==> config.mk <==
export PLATFORM = sky130hd
export DESIGN_NAME = memory_arbiter_flat
export DESIGN_NICKNAME = d
export VERILOG_FILES = /design/src/rtl/memory_arbiter_if.sv /design/src/rtl/memory_arbiter.sv /design/src/flat_wrapper.sv
export SDC_FILE = /design/constraint.sdc
export NUM_CORES = 1
export LEC_CHECK = 0
export ABC_AREA = 1
export BUFFER_PORTS_ARGS = -buffer_cell sky130_fd_sc_hd__clkbuf_2
export CAP_MARGIN = 20
export CORE_MARGIN = 2
export CORE_UTILIZATION = 41
export CTS_BUF_LIST = sky130_fd_sc_hd__clkbuf_4
export DETAILED_ROUTE_END_ITERATION = 6
export GPL_TIMING_DRIVEN = 1
export PLACE_DENSITY = 0.78
export SLEW_MARGIN = 20
export SYNTH_ARGS = -nofsm -noshare
export SYNTH_HDL_FRONTEND = slang
export SYNTH_SLANG_ARGS = --single-unit
==> constraint.sdc <==
create_clock -name clk -period 1.54 [get_ports clk]
set_input_delay 0.077 -clock clk [delete_from_list [all_inputs] [get_ports clk]]
set_output_delay 0.077 -clock clk [all_outputs]
set_load 0.05 [all_outputs]
==> src/rtl/memory_arbiter_if.sv <==
// memory_arbiter_if: one client's request/response port on the memory arbiter
interface memory_arbiter_if #(
    parameter int ADDR_W = 10,
    parameter int DATA_W = 24
) ();
    logic              req;
    logic [1:0]        func;
    logic [ADDR_W-1:0] addr0;
    logic [ADDR_W-1:0] addr1;
    logic [3:0]        type_info;
    logic              done;
    logic [ADDR_W-1:0] rsp_addr;
    logic [DATA_W-1:0] rsp_data;

    modport master (output req, func, addr0, addr1, type_info, input done, rsp_addr, rsp_data);
    modport slave  (input req, func, addr0, addr1, type_info, output done, rsp_addr, rsp_data);
endinterface

==> src/rtl/memory_arbiter.sv <==
// memory_arbiter: round-robin two-client arbiter serialising cell requests onto the memory unit
module memory_arbiter #(
    parameter int ADDR_W  = 10,
    parameter int DATA_W  = 24,
    parameter int TIMEOUT = 255
) (
    input  logic              clk,
    input  logic              rst,
    memory_arbiter_if.slave   a_if,
    memory_arbiter_if.slave   b_if,
    output logic              busy_o,
    output logic              err_o,
    output logic [1:0]        mem_func_o,
    output logic              mem_execute_o,
    output logic [ADDR_W-1:0] mem_addr0_o,
    output logic [ADDR_W-1:0] mem_addr1_o,
    output logic [3:0]        mem_type_o,
    input  logic              mem_ready_i,
    input  logic [ADDR_W-1:0] mem_addr_out_i,
    input  logic [DATA_W-1:0] mem_data_out_i
);
    localparam logic [2:0] S_IDLE   = 3'd0;
    localparam logic [2:0] S_ISSUE  = 3'd1;
    localparam logic [2:0] S_SETTLE = 3'd2;
    localparam logic [2:0] S_WAIT   = 3'd3;
    localparam logic [2:0] S_DONE   = 3'd4;
    localparam logic [7:0] CNT_MAX  = 8'(TIMEOUT);

    logic [2:0]        state_q, state_d;
    logic              win_q, win_d;
    logic              last_q, last_d;
    logic              mask_q, mask_d;
    logic [7:0]        cnt_q, cnt_d;
    logic              err_q, err_d;
    logic [ADDR_W-1:0] rsp_addr_q, rsp_addr_d;
    logic [DATA_W-1:0] rsp_data_q, rsp_data_d;
    logic [1:0]        func_q, func_d;
    logic [ADDR_W-1:0] addr0_q, addr0_d;
    logic [ADDR_W-1:0] addr1_q, addr1_d;
    logic [3:0]        type_q, type_d;
    logic              elig_a, elig_b, grant, pick;

    // winner encoding: 0 = client A, 1 = client B; the mask hides last_q's client
    assign elig_a = a_if.req && !(mask_q && !last_q);
    assign elig_b = b_if.req && !(mask_q && last_q);
    assign grant  = (state_q == S_IDLE) && mem_ready_i && (elig_a || elig_b);
    assign pick   = (elig_a && elig_b) ? !last_q : elig_b;

    assign a_if.done     = (state_q == S_DONE) && !win_q;
    assign b_if.done     = (state_q == S_DONE) && win_q;
    assign a_if.rsp_addr = rsp_addr_q;
    assign b_if.rsp_addr = rsp_addr_q;
    assign a_if.rsp_data = rsp_data_q;
    assign b_if.rsp_data = rsp_data_q;
    assign busy_o        = state_q != S_IDLE;
    assign err_o         = err_q;
    assign mem_execute_o = state_q == S_ISSUE;
    assign mem_func_o    = func_q;
    assign mem_addr0_o   = addr0_q;
    assign mem_addr1_o   = addr1_q;
    assign mem_type_o    = type_q;

    // next-state: grant/latch in IDLE, timed wait for the memory handshake, done pulse
    always_comb begin
        state_d    = state_q;
        win_d      = win_q;
        last_d     = last_q;
        mask_d     = state_q == S_DONE;
        cnt_d      = cnt_q;
        err_d      = err_q;
        rsp_addr_d = rsp_addr_q;
        rsp_data_d = rsp_data_q;
        func_d     = func_q;
        addr0_d    = addr0_q;
        addr1_d    = addr1_q;
        type_d     = type_q;
        case (state_q)
            S_IDLE: if (grant) begin
                state_d = S_ISSUE;
                win_d   = pick;
                func_d  = pick ? b_if.func      : a_if.func;
                addr0_d = pick ? b_if.addr0     : a_if.addr0;
                addr1_d = pick ? b_if.addr1     : a_if.addr1;
                type_d  = pick ? b_if.type_info : a_if.type_info;
            end
            S_ISSUE:  state_d = S_SETTLE;
            S_SETTLE: begin
                cnt_d   = '0;
                state_d = S_WAIT;
            end
            S_WAIT: begin
                cnt_d = cnt_q + 8'd1;
                if (mem_ready_i) begin
                    rsp_addr_d = mem_addr_out_i;
                    rsp_data_d = mem_data_out_i;
                    state_d    = S_DONE;
                end else if (cnt_d == CNT_MAX) begin
                    err_d   = 1'b1;
                    state_d = S_DONE;
                end
            end
            S_DONE: begin
                last_d  = win_q;
                state_d = S_IDLE;
            end
            default: state_d = S_IDLE;
        endcase
    end

    // state registers; reset leaves B as last served so A wins the first tie
    always_ff @(posedge clk) begin
        if (rst) begin
            state_q    <= S_IDLE;
            win_q      <= 1'b0;
            last_q     <= 1'b1;
            mask_q     <= 1'b0;
            cnt_q      <= '0;
            err_q      <= 1'b0;
            rsp_addr_q <= '0;
            rsp_data_q <= '0;
            func_q     <= '0;
            addr0_q    <= '0;
            addr1_q    <= '0;
            type_q     <= '0;
        end else begin
            state_q    <= state_d;
            win_q      <= win_d;
            last_q     <= last_d;
            mask_q     <= mask_d;
            cnt_q      <= cnt_d;
            err_q      <= err_d;
            rsp_addr_q <= rsp_addr_d;
            rsp_data_q <= rsp_data_d;
            func_q     <= func_d;
            addr0_q    <= addr0_d;
            addr1_q    <= addr1_d;
            type_q     <= type_d;
        end
    end
endmodule

==> src/flat_wrapper.sv <==
// flat-port wrapper written by rule: the top's interface ports become plain ports
module memory_arbiter_flat 
#(
    parameter int ADDR_W  = 10,
    parameter int DATA_W  = 24,
    parameter int TIMEOUT = 255
)
  (clk, rst, busy_o, err_o, mem_func_o, mem_execute_o, mem_addr0_o, mem_addr1_o, mem_type_o, mem_ready_i, mem_addr_out_i, mem_data_out_i, a_if_req, a_if_func, a_if_addr0, a_if_addr1, a_if_type_info, a_if_done, a_if_rsp_addr, a_if_rsp_data, b_if_req, b_if_func, b_if_addr0, b_if_addr1, b_if_type_info, b_if_done, b_if_rsp_addr, b_if_rsp_data);
  memory_arbiter_if #(.ADDR_W(ADDR_W), .DATA_W(DATA_W)) a_if_i ();
  memory_arbiter_if #(.ADDR_W(ADDR_W), .DATA_W(DATA_W)) b_if_i ();
  input  logic clk;
  input  logic rst;
  output logic busy_o;
  output logic err_o;
  output logic [1:0] mem_func_o;
  output logic mem_execute_o;
  output logic [ADDR_W-1:0] mem_addr0_o;
  output logic [ADDR_W-1:0] mem_addr1_o;
  output logic [3:0] mem_type_o;
  input  logic mem_ready_i;
  input  logic [ADDR_W-1:0] mem_addr_out_i;
  input  logic [DATA_W-1:0] mem_data_out_i;
  input wire logic [$bits(a_if_i.req)-1:0] a_if_req;
  input wire logic [$bits(a_if_i.func)-1:0] a_if_func;
  input wire logic [$bits(a_if_i.addr0)-1:0] a_if_addr0;
  input wire logic [$bits(a_if_i.addr1)-1:0] a_if_addr1;
  input wire logic [$bits(a_if_i.type_info)-1:0] a_if_type_info;
  output wire logic [$bits(a_if_i.done)-1:0] a_if_done;
  output wire logic [$bits(a_if_i.rsp_addr)-1:0] a_if_rsp_addr;
  output wire logic [$bits(a_if_i.rsp_data)-1:0] a_if_rsp_data;
  input wire logic [$bits(b_if_i.req)-1:0] b_if_req;
  input wire logic [$bits(b_if_i.func)-1:0] b_if_func;
  input wire logic [$bits(b_if_i.addr0)-1:0] b_if_addr0;
  input wire logic [$bits(b_if_i.addr1)-1:0] b_if_addr1;
  input wire logic [$bits(b_if_i.type_info)-1:0] b_if_type_info;
  output wire logic [$bits(b_if_i.done)-1:0] b_if_done;
  output wire logic [$bits(b_if_i.rsp_addr)-1:0] b_if_rsp_addr;
  output wire logic [$bits(b_if_i.rsp_data)-1:0] b_if_rsp_data;
  assign a_if_i.req = a_if_req;
  assign a_if_i.func = a_if_func;
  assign a_if_i.addr0 = a_if_addr0;
  assign a_if_i.addr1 = a_if_addr1;
  assign a_if_i.type_info = a_if_type_info;
  assign a_if_done = a_if_i.done;
  assign a_if_rsp_addr = a_if_i.rsp_addr;
  assign a_if_rsp_data = a_if_i.rsp_data;
  assign b_if_i.req = b_if_req;
  assign b_if_i.func = b_if_func;
  assign b_if_i.addr0 = b_if_addr0;
  assign b_if_i.addr1 = b_if_addr1;
  assign b_if_i.type_info = b_if_type_info;
  assign b_if_done = b_if_i.done;
  assign b_if_rsp_addr = b_if_i.rsp_addr;
  assign b_if_rsp_data = b_if_i.rsp_data;
  memory_arbiter #(.ADDR_W(ADDR_W), .DATA_W(DATA_W), .TIMEOUT(TIMEOUT)) u_core (.clk(clk), .rst(rst), .a_if(a_if_i), .b_if(b_if_i), .busy_o(busy_o), .err_o(err_o), .mem_func_o(mem_func_o), .mem_execute_o(mem_execute_o), .mem_addr0_o(mem_addr0_o), .mem_addr1_o(mem_addr1_o), .mem_type_o(mem_type_o), .mem_ready_i(mem_ready_i), .mem_addr_out_i(mem_addr_out_i), .mem_data_out_i(mem_data_out_i));
endmodule
; ---- Word-level counts from Yosys, hierarchy flattened
; Index checks and enable logic that the tools add are counted.
[classes]
n_shift = 0
multipliers = 0
eq_ne = 7
n_mux = 10
n_lt_le_gt_ge = 0
bitwise_logic = 1
n_div = 0
add_sub_neg = 1
n_reduce_logical = 21
[ops]
columns = cell, count
row1 = 10-bit 2-to-1 mux, 2
row2 = 8-bit case mux with 2 select lines, 1
row3 = 3-bit case mux with 4 select lines, 1
row4 = 1-bit logical AND, 9
row5 = 3-bit 2-to-1 mux, 3
row6 = 8-bit by 1-bit adder with 8-bit output (second input constant), 1
row7 = 8-bit equality test (second input constant), 1
row8 = 3-bit by 2-bit equality test with 1-bit output (second input constant), 2
row9 = 2-bit AND reduction, 3
row10 = 1-bit logical NOT, 4
row11 = 4-bit 2-to-1 mux, 1
row12 = 3-bit by 1-bit equality test with 1-bit output (second input constant), 1
row13 = 3-bit equality test (second input constant), 1
row14 = 3-bit logical NOT, 1
row15 = 3-bit by 2-bit inequality test with 1-bit output (second input constant), 1
row16 = 3-bit AND reduction, 1
row17 = 3-bit nonzero test, 1
row18 = 2-bit 2-to-1 mux, 1
row19 = 2-bit by 1-bit inequality test with 1-bit output (second input constant), 1
row20 = 2-bit nonzero test, 1
row21 = 1-bit logical OR, 1
row22 = 1-bit 2-to-1 mux, 1
row23 = 1-bit inverter, 1
[totals]
output_inout_bits = 99
wordCells = 52
ram_bits = 0
mem_count = 0
latch_bits = 0
romBits = 0
regBits = 75
in_bits = 91

; ---- Logic depth before layout (Yosys ltp)
; Gate-level depths: netlist of the first run.
[depth]
ltp_word = 8
depth_mapped = 12
mapped_depth_nobuf = 12

; ---- Least setup slack after synthesis of the first run
; OpenSTA, ideal clock, no wires.
[synth_timing]
path_type = reg-to-reg
from = register u_core.state_q[0]
to = register u_core.state_q[1]
synth_period_minus_slack_ns = 2.010
required_time_ns = 1.470
setup_ns = 0.070
path_slack_ns = -0.470
n_path_buf = 0
arrival_time_ns = 1.940
stages_incl_launch_ff = 6
cell_sequence = dfxtp_1 inv_1 nor3_1 o21bai_1 inv_1 a21oi_1
[synth_via]
word_cells_on_any_way = 10
classes_between = 5 x eq/ne / 1 x mux / 4 x reduce/logical
[synth_rtl]
columns = item, line_no
row1 = start: declaration, memory_arbiter.sv:29  ; logic [2:0] state_q, state_d;
row2 = start signal: assignment, memory_arbiter.sv:126  ; state_q <= state_d;
row3 = 3-bit by 1-bit equality test with 1-bit output, n/a
row4 = via mem_execute_o, flat_wrapper.sv:16  ; output logic mem_execute_o;
row5 = 3-bit case mux with 4 select lines, memory_arbiter.sv:77  ; case (state_q)
; The timed path passes the listed nets, and every way through them passes these cells.
; A chain may end at the register's enable or synchronous reset.

; ---- Final worst setup path of the first run
[layout_timing]
from = register u_core.cnt_q[0]
to = register u_core.state_q[0]
[layout_via]
elab_chain_len = 4
[layout_lines]
columns = item, line_no
row1 = start: declaration, memory_arbiter.sv:33  ; logic [7:0] cnt_q, cnt_d;
row2 = start signal: assignment, memory_arbiter.sv:130  ; cnt_q <= cnt_d;
row3 = 8-bit by 1-bit adder with 8-bit output, memory_arbiter.sv:92  ; cnt_d = cnt_q + 8'd1;
row4 = 8-bit equality test, memory_arbiter.sv:97  ; end else if (cnt_d == CNT_MAX) begin
row5 = 3-bit by 2-bit inequality test with 1-bit output (no line), n/a
row6 = 2-bit AND reduction (no line), n/a
; No other way between the ends.

==> results of run 1 <==
through the flow:
step | hold WS, ps | total power, mW | worst slack [ps] | instance area (µm²) | TNS [ps]
after CTS | 65.5 | 6.38 | 22.1 | 5190 | 0
after floorplan | 237 | 4.49 | 3.93 | 3400 | 0
after global placement | 328 | 5.08 | 67.1 | 4190 | 0
final | 108 | 6.49 | 95.4 | 5260 | 0
after detailed placement | 334 | 5.12 | -16.5 | 4190 | -16.5
after global routing | 90.5 | 6.85 | -27.9 | 5260 | -61.9
routing by layer:
metal  share of wire (%)  up-vias
met4                0.88        0
met2                  48      244
met3                  11       13
met1                  40     1848
met5                   0        -
li1                    -     1948
flip-flops by register name (all words and copies together), names as in the netlist:
name and count:
u_core.mem_type_o 4, u_core.mask_q 1, u_core.a_if.rsp_addr 10, u_core.cnt_q 8, u_core.a_if.rsp_data 24, u_core.last_q 1
u_core.win_q 1, u_core.mem_func_o 2, u_core.mem_addr1_o 10, u_core.mem_addr0_o 10, u_core.err_o 1, u_core.state_q 3
cells by family after synthesis:
logic type | after synthesis | share of synthesized area [%]
flops | 75 | 44.2
simple gates | 185 | 24.0
fa+ha+maj | 2 | 0.736
buf+inv | 84 | 13.8
compound gates | 106 | 17.2
final cells by class:
class	count	area (µm²)	area share, %
timing repair buffer	287	1950	37.1
sequential	75	1510	28.7
multi-input combinational	293	1470	27.9
tap	105	131	2.50
inverter	22	82.6	1.57
clock buffer	10	75.1	1.43
clock inverter	6	41.3	0.784
path summary, 6_finish.rpt:
| path | from | to | slack, ps | cells past startpoint |
|---|---|---|---|---|
| min | mem_ready_i | u_core.a_if.rsp_addr[6] | 110 | 3 |
| max | u_core.cnt_q[0] | u_core.state_q[0] | 100 | 10 |
| min reg2reg | u_core.err_o | u_core.err_o | 470 | 2 |
| max reg2reg | u_core.cnt_q[0] | u_core.state_q[0] | 100 | 10 |
power groups by stage:
stage	sequential [mW]	combinational [mW]	clock, mW
after floorplan	3.24	1.25	0
after global placement	2.45	2.63	0
after detailed placement	2.46	2.66	0
after CTS	2.43	2.85	1.09
after global routing	2.49	3.20	1.16
final	2.45	3.00	1.04
cells in the mapped netlist, types with 2 or more instances:
| cell type | instances | area share [%] |
|---|---|---|
| nand2_1 | 115 | 13 |
| a21oi_1 | 44 | 6.5 |
| a31oi_1 | 26 | 4.8 |
| nor3_1 | 2 | 0.29 |
| o21bai_1 | 3 | 0.66 |
| nor2_1 | 11 | 1.2 |
| nand3_1 | 44 | 6.5 |
| dfxtp_1 | 75 | 44 |
| buf_2 | 13 | 1.9 |
| buf_4 | 37 | 8.2 |
| ha_1 | 2 | 0.74 |
| nand3_2 | 3 | 0.88 |
| inv_2 | 4 | 0.44 |
| clkbuf_1 | 12 | 1.3 |
| inv_1 | 18 | 2.0 |
| o21ai_0 | 21 | 3.1 |
| nand4_1 | 2 | 0.37 |
| nand2_2 | 4 | 0.74 |
| o21ai_1 | 10 | 1.5 |
worst max-delay path, stage by stage, from the launching register on:
cell	delay, ps
dfxtp_4	410
ha_4	160
nand2_2	70
o21bai_1	170
nand2_1	70
nor2_1	130
nand2_1	80
nand2_2	60
o21ai_0	80
nand2_1	70
inv_1	40
what timing repair did:
item | in CTS | in global routing
buffers inserted | 0 | 1
pin swaps | 0 | 1
resized for setup | 7 | 11
endpoints found under the setup margin | 3 | 42
hold buffers | 86 | 0
hold endpoints to repair | 60 | 0
cloned | 0 | 1
==> metrics.md, run 1 <==
| Metric | Value |
|---|---|
| Tmin final | `about 1400 ps` |
| Hold Fails Final Rpt | `0` |
| Synthesized instance count | `452` |
| Max_cap viols | `0` |
| Vias in the first global route | `between 3000 and 4000` |
| Dpl cells | `between 600 and 700` |
| Worst min path class | `primary input to flip-flop` |
| Sequential area share after synthesis | `about 44%` |
| Top_reg_cell synth | `dfxtp_1` |
| NetSw | `roughly 3.0 mW` |
| Clk pin slew, worst setup/hold paths | `roughly 130 ps` |
| Die area | `9030 µm²` |
| Final period utilization | `93.8%` |
| Initial core utilization | `a little over two fifths` |
| Crit path arrival time | `~1700 ps` |
| I/O Pins | `190` |
| Most Crowded Layer GR | `met2` |
| Switch share | `between 40 and 50%` |
| Startpoint Class | `flip-flop` |
| Int Power | `~3.5 mW` |
| Global router's overall resource usage | `a little under a quarter` |
| Avg WL per Cell | `roughly 14 µm` |
| Met3 Use GR | `~6.9%` |
| Crit path max fanout | `4` |
| Unrepaired setup endpoints after global routing | `yes` |
| Initial antenna violation count | `0` |
| DRC violations left | `0` |
| Cell area after synthesis | `3400 µm²` |
| H-tree depth | `3` |
| Final net count | `781` |
| Ys Warns | `0` |
| Die Span X | `95.0 µm` |
| Core ar. | `slightly above 8000 µm²` |
| Fraction of layout cells with a size suffix above 1 | `between 30% and 40%` |
| Clock Skew | `between 15 and 20 ps` |
| Fill cells | `approximately 640` |
| Distinct cells, synth | `25` |
| Worst-margin pin slew | `a little under 500 ps` |
| Clock power frac | `16.0%` |
| GRT Residual Overflow | `0` |
| Row cnt | `33` |
| TritonCTS clock tree | `yes` |
| GR Util met1 | `29.0%` |
| Seq pwr share | `between 30% and 40%` |
| CTS Buf Count | `9` |
| DRT iter0 DRCs | `154` |
| Syn_nets | `between 500 and 600` |
| Register bit count reported by yosys | `75` |
| Syn_area_per_cell | `7.52 µm²` |
| Number of port buffers | `approximately 190` |
| EDFF count, synth | `0` |
| Hpwl dp | `6.28 mm` |
| Area Growth Syn to Fin | `54.9%` |
| Required time worst endpoint | `1830 ps` |
| Non-filler cells, final | `approximately 800` |
| PwrDens | `around 1200 nW/µm²` |
| First-pass GRT wire length | `about 17 mm` |
| Commonest non-fill, non-tap cell in the layout | `clkbuf_2` |
| Grt met2 use | `between 40% and 50%` |
| Critical Path Sink Type | `flip-flop` |
| Overall routed net length | `roughly 11 mm` |
| Setup violations, final | `0` |
| CTS Root Cell | `clkbuf_4` |
| Fmax | `about 690 MHz` |
| Clock latency on the worst-skew pair | `roughly 400 ps` |
| Finished Core Util | `between 60% and 70%` |
| Post-route ant nets | `0` |
| VDD IR-drop max | `0.000974 V` |
| Worst relative slew slack | `roughly two thirds` |
| First-pass detailed-route iteration total | `5` |
| Crit path kind | `flip-flop to flip-flop` |
| Vias | `just over 4000` |
| Status | `finished, final reports clean` |
| GPL Wtd Cong | `0.841` |
| Post-synth ARST share | `0%` |
| Via density | `5.08` |
| Most frequent cells in the layout | `clkbuf_2, nand2_1, dlygate4sd3_1` |
| Pin count of the biggest net entering global routing | `55` |
| Logic pwr share | `a little under half` |
| CTS Buffer Depth | `2` |
| Diode count | `0` |
| Pleak | `between 2 and 2.5 nW` |
| Clk sink count | `75` |
| Die Span Y | `95.0 µm` |
| Final Max Slew Viols | `0` |
Power figures use the tool's default switching activity.
==> run 2: changes to the inputs <==
--- a/config.mk
+++ b/config.mk
@@ -5,15 +5,15 @@
 export SDC_FILE = /design/constraint.sdc
 export NUM_CORES = 1
 export LEC_CHECK = 0
-export ABC_AREA = 1
 export BUFFER_PORTS_ARGS = -buffer_cell sky130_fd_sc_hd__clkbuf_2
 export CAP_MARGIN = 20
 export CORE_MARGIN = 2
-export CORE_UTILIZATION = 41
+export CORE_UTILIZATION = 40
 export CTS_BUF_LIST = sky130_fd_sc_hd__clkbuf_4
 export DETAILED_ROUTE_END_ITERATION = 6
 export GPL_TIMING_DRIVEN = 1
-export PLACE_DENSITY = 0.78
+export PLACE_DENSITY = 0.75
+export SETUP_SLACK_MARGIN = 0.3
 export SLEW_MARGIN = 20
 export SYNTH_ARGS = -nofsm -noshare
 export SYNTH_HDL_FRONTEND = slang
==> metrics.md, run 2 <==
| Metric | Value |
|---|---|
| Status | `finished, violations left` |
| Violated checks | `negative setup slack` |
| Critical Path Sink Type | `flip-flop` |
| Sequential area share after synthesis | `40.9% (-3.3 points)` |
| Non-filler cells, final | `822 (+3.0%)` |
| I/O Pins | `190 (unchanged)` |
| Number of port buffers | `189 (unchanged)` |
| Tot Pwr | `5.45 mW (-16%)` |
| Critical path depth | `6 (-4)` |
| Final worst slack | `-40.4 ps (-136 ps)` |
| Fraction of layout cells with a size suffix above 1 | `55.1% (+20 points)` |
| First-pass detailed-route iteration total | `4 (-1)` |
| Clk sink count | `75 (unchanged)` |
| CTS Buf Count | `9 (unchanged)` |
| Die Span Y | `99.8 µm (+5.0%)` |
| Via density | `5.22 (+2.8%)` |
| Distinct cells, synth | `45 (+80%)` |
| Post-route ant nets | `0 (unchanged)` |
| CTS Buffer Depth | `2 (unchanged)` |
| Synth cell count leaders | `nand2_1, dfxtp_1, a21oi_1` |
| Hold Fails Final Rpt | `0 (unchanged)` |
| Fmax | `633 MHz (-8.6%)` |
| Ys Warns | `0 (unchanged)` |
| Vias | `4293 (+5.9%)` |
| DRT iter0 DRCs | `156 (+1.3%)` |
| Unrepaired setup endpoints after global routing | `yes` |
| Die Span X | `99.8 µm (+5.0%)` |
| Syn_nets | `535 (-1.8%)` |
| Yosys top cell area share | `40.9% (-3.3 points)` |
| PwrDens | `842 nW/µm² (-32%)` |
| Synthesized instance count | `442 (-2.2%)` |
| Worst path most repeated cell | `buf_12` |
| Startpoint Class | `flip-flop` |
| GPL Wtd Cong | `0.878 (+4.4%)` |
| R2R depth | `6 (-4)` |
| Cell area after synthesis | `3670 µm² (+8.1%)` |
| CP Cell Sequence | `or3_4, nor2_8, buf_12, buf_12, nor2_2, a311oi_2` |
| Die area | `9970 µm² (+10%)` |
| Crit path max fanout | `8 (+4)` |
| DRC violations left | `0 (unchanged)` |
| Row cnt | `34 (+3.0%)` |
| Finished Core Util | `73.6% (+8.8 points)` |
| Hpwl dp | `6.99 mm (+11%)` |
| Worst relative slew slack | `65.7% (-2.2 points)` |
| Final instance area | `6480 µm² (+23%)` |
| Slowest stage delay, CP | `420 ps (about the same)` |
| Core ar. | `8810 µm² (+8.3%)` |
| GRT Residual Overflow | `0 (unchanged)` |
| Area Growth Syn to Fin | `76.3%` |
| Required time worst endpoint | `1860 ps (+30 ps)` |
| Syn_area_per_cell | `8.31 µm² (+11%)` |
| Fill cells | `558 (-12%)` |
| Most frequent cells in the layout | `clkbuf_2, dlygate4sd3_1, nand2_1` |
| Dpl cells | `692 (-0.29%)` |
| Slowest stage cell, crit path | `or3_4` |
| Setup violations, final | `25 (+25)` |
| Placed Area | `4590 µm² (+9.4%)` |
| Vias in the first global route | `4354 (+21%)` |
| Cell depth of the worst hold path | `4 (+1)` |
| Top_reg_cell synth | `dfxtp_1` |
| Max_cap viols | `0 (unchanged)` |
| Tmin final | `1580 ps (+136 ps)` |
| Global router's overall resource usage | `25.8% (+1.9 points)` |
| Crit path arrival time | `1900 ps (+160 ps)` |
| Pleak | `2.85 nW (+18%)` |
| Initial core utilization | `41.7% (-0.062 points)` |
| Pin count of the biggest net entering global routing | `49 (-11%)` |
| First-pass GRT wire length | `20.5 mm (+20%)` |
| Clock Skew | `12.0 ps (-6.69 ps)` |
| Post-synth ARST share | `0% (unchanged)` |
| VDD IR-drop max | `0.000570 V (-41%)` |
| Overall routed net length | `13.9 mm (+21%)` |
| Most instantiated library cell after synthesis | `nand2_1` |
| Area leader, netlist | `dfxtp_1` |
| Worst path bufs/invs | `2 (+1)` |
| Leading post-synthesis cells by cell area | `dfxtp_1, nand2_1, a311oi_2` |
| TritonCTS clock tree | `yes` |
| CTS Root Cell | `clkbuf_4` |
| Initial antenna violation count | `1 (+1)` |
| Final Max Slew Viols | `0 (unchanged)` |
| Worst min path class | `primary input to flip-flop` |
| Max reg flops | `24 (unchanged)` |
| EDFF count, synth | `0 (unchanged)` |
| Final period utilization | `103% (+8.8 points)` |
| Clock latency on the worst-skew pair | `400 ps (about the same)` |
| H-tree depth | `3 (unchanged)` |
| Register bit count reported by yosys | `75 (unchanged)` |
| Worst-margin pin slew | `501 ps (+20.1 ps)` |
| Crit path kind | `flip-flop to flip-flop` |
| Final net count | `802 (+2.7%)` |
| Commonest non-fill, non-tap cell in the layout | `clkbuf_2` |
| Clk pin slew, worst setup/hold paths | `120 ps (about the same)` |
| Avg WL per Cell | `17.0 µm (+18%)` |
| Top delay family on crit path | `simple AND/OR/NAND/NOR gates` |
run 2: timing repair:
| action | in CTS | in global routing |
|---|---|---|
| endpoints found under the hold margin | 65 | 0 |
| resized for setup | 68 | 89 |
| pin swaps | 24 | 29 |
| setup endpoints to repair | 73 | 91 |
| setup buffers | 13 | 10 |
| cloned | 3 | 1 |
| hold buffers | 87 | 0 |
run 2: cell families (layout without fill, tap and decap cells):
family / Yosys count / after routing / share of synthesized area [%]
AO/OA/AOI/OAI: 91 / 91 / 20.5
XOR/XNOR: 2 / 2 / 0.477
adder cells (fa/ha/maj): 2 / 2 / 0.681
buffers and inverters: 69 / 340 / 11.6
flip-flops: 75 / 75 / 40.9
multiplexers: 1 / 1 / 0.307
other: 0 / 1 / 0
AND/OR/NAND/NOR: 202 / 202 / 25.6
run 2: worst paths after layout:
| kind | start | end | slack [ps] |
|---|---|---|---|
| worst max register to register | u_core.state_q[2] | u_core.mem_addr0_o[6] | -40 |
| worst max-delay path | u_core.state_q[2] | u_core.mem_addr0_o[6] | -40 |
| worst min register to register | u_core.a_if.rsp_data[18] | u_core.a_if.rsp_data[18] | 480 |
| worst min-delay path | a_if_req | u_core.win_q | 80 |
run 2: final cells by class:
cell class                 instances  area [µm²]  area share (%)
tap                              108         135            2.09
timing repair buffer             322        2430            37.5
inverter                           3        11.3           0.174
clock buffer                       9        67.6            1.04
multi-input combinational        298        2200            33.9
antenna                            1        2.50          0.0386
sequential                        75        1530            23.6
clock inverter                     6         104            1.60
run 2: through the flow:
step / setup WS, ps / hold WS [ps] / setup TNS, ps
6_report: -40.4 / 77.6 / -450
4_1_cts: 31.9 / 1.97 / 0
3_3_place_gp: 86.4 / 301 / 0
2_1_floorplan: 80.7 / 213 / 0
5_1_grt: -85.4 / 49.5 / -2060
3_5_place_dp: 45.9 / 309 / 0
run 2: worst reg2reg max path: stages (launching register included):
cell and delay [ps]:
dfxtp_4 380, or3_4 420, nor2_8 200, buf_12 160, buf_12 120, nor2_2 40
a311oi_2 170
run 2: where the power goes:
group | total [mW] | switching [mW] | internal, mW
Combinational | 1.81 | 1.08 | 0.739
Clock | 1.49 | 0.684 | 0.805
Sequential | 2.15 | 0.0962 | 2.05
run 2: routing by layer:
metal / routed length, µm / track usage (%) / share of wire (%)
met5: 0 / 0 / 0
met4: 414 / 13.4 / 3.0
met2: 7470 / 47.8 / 54
met1: 5230 / 27.3 / 38
met3: 816 / 5.71 / 5.9
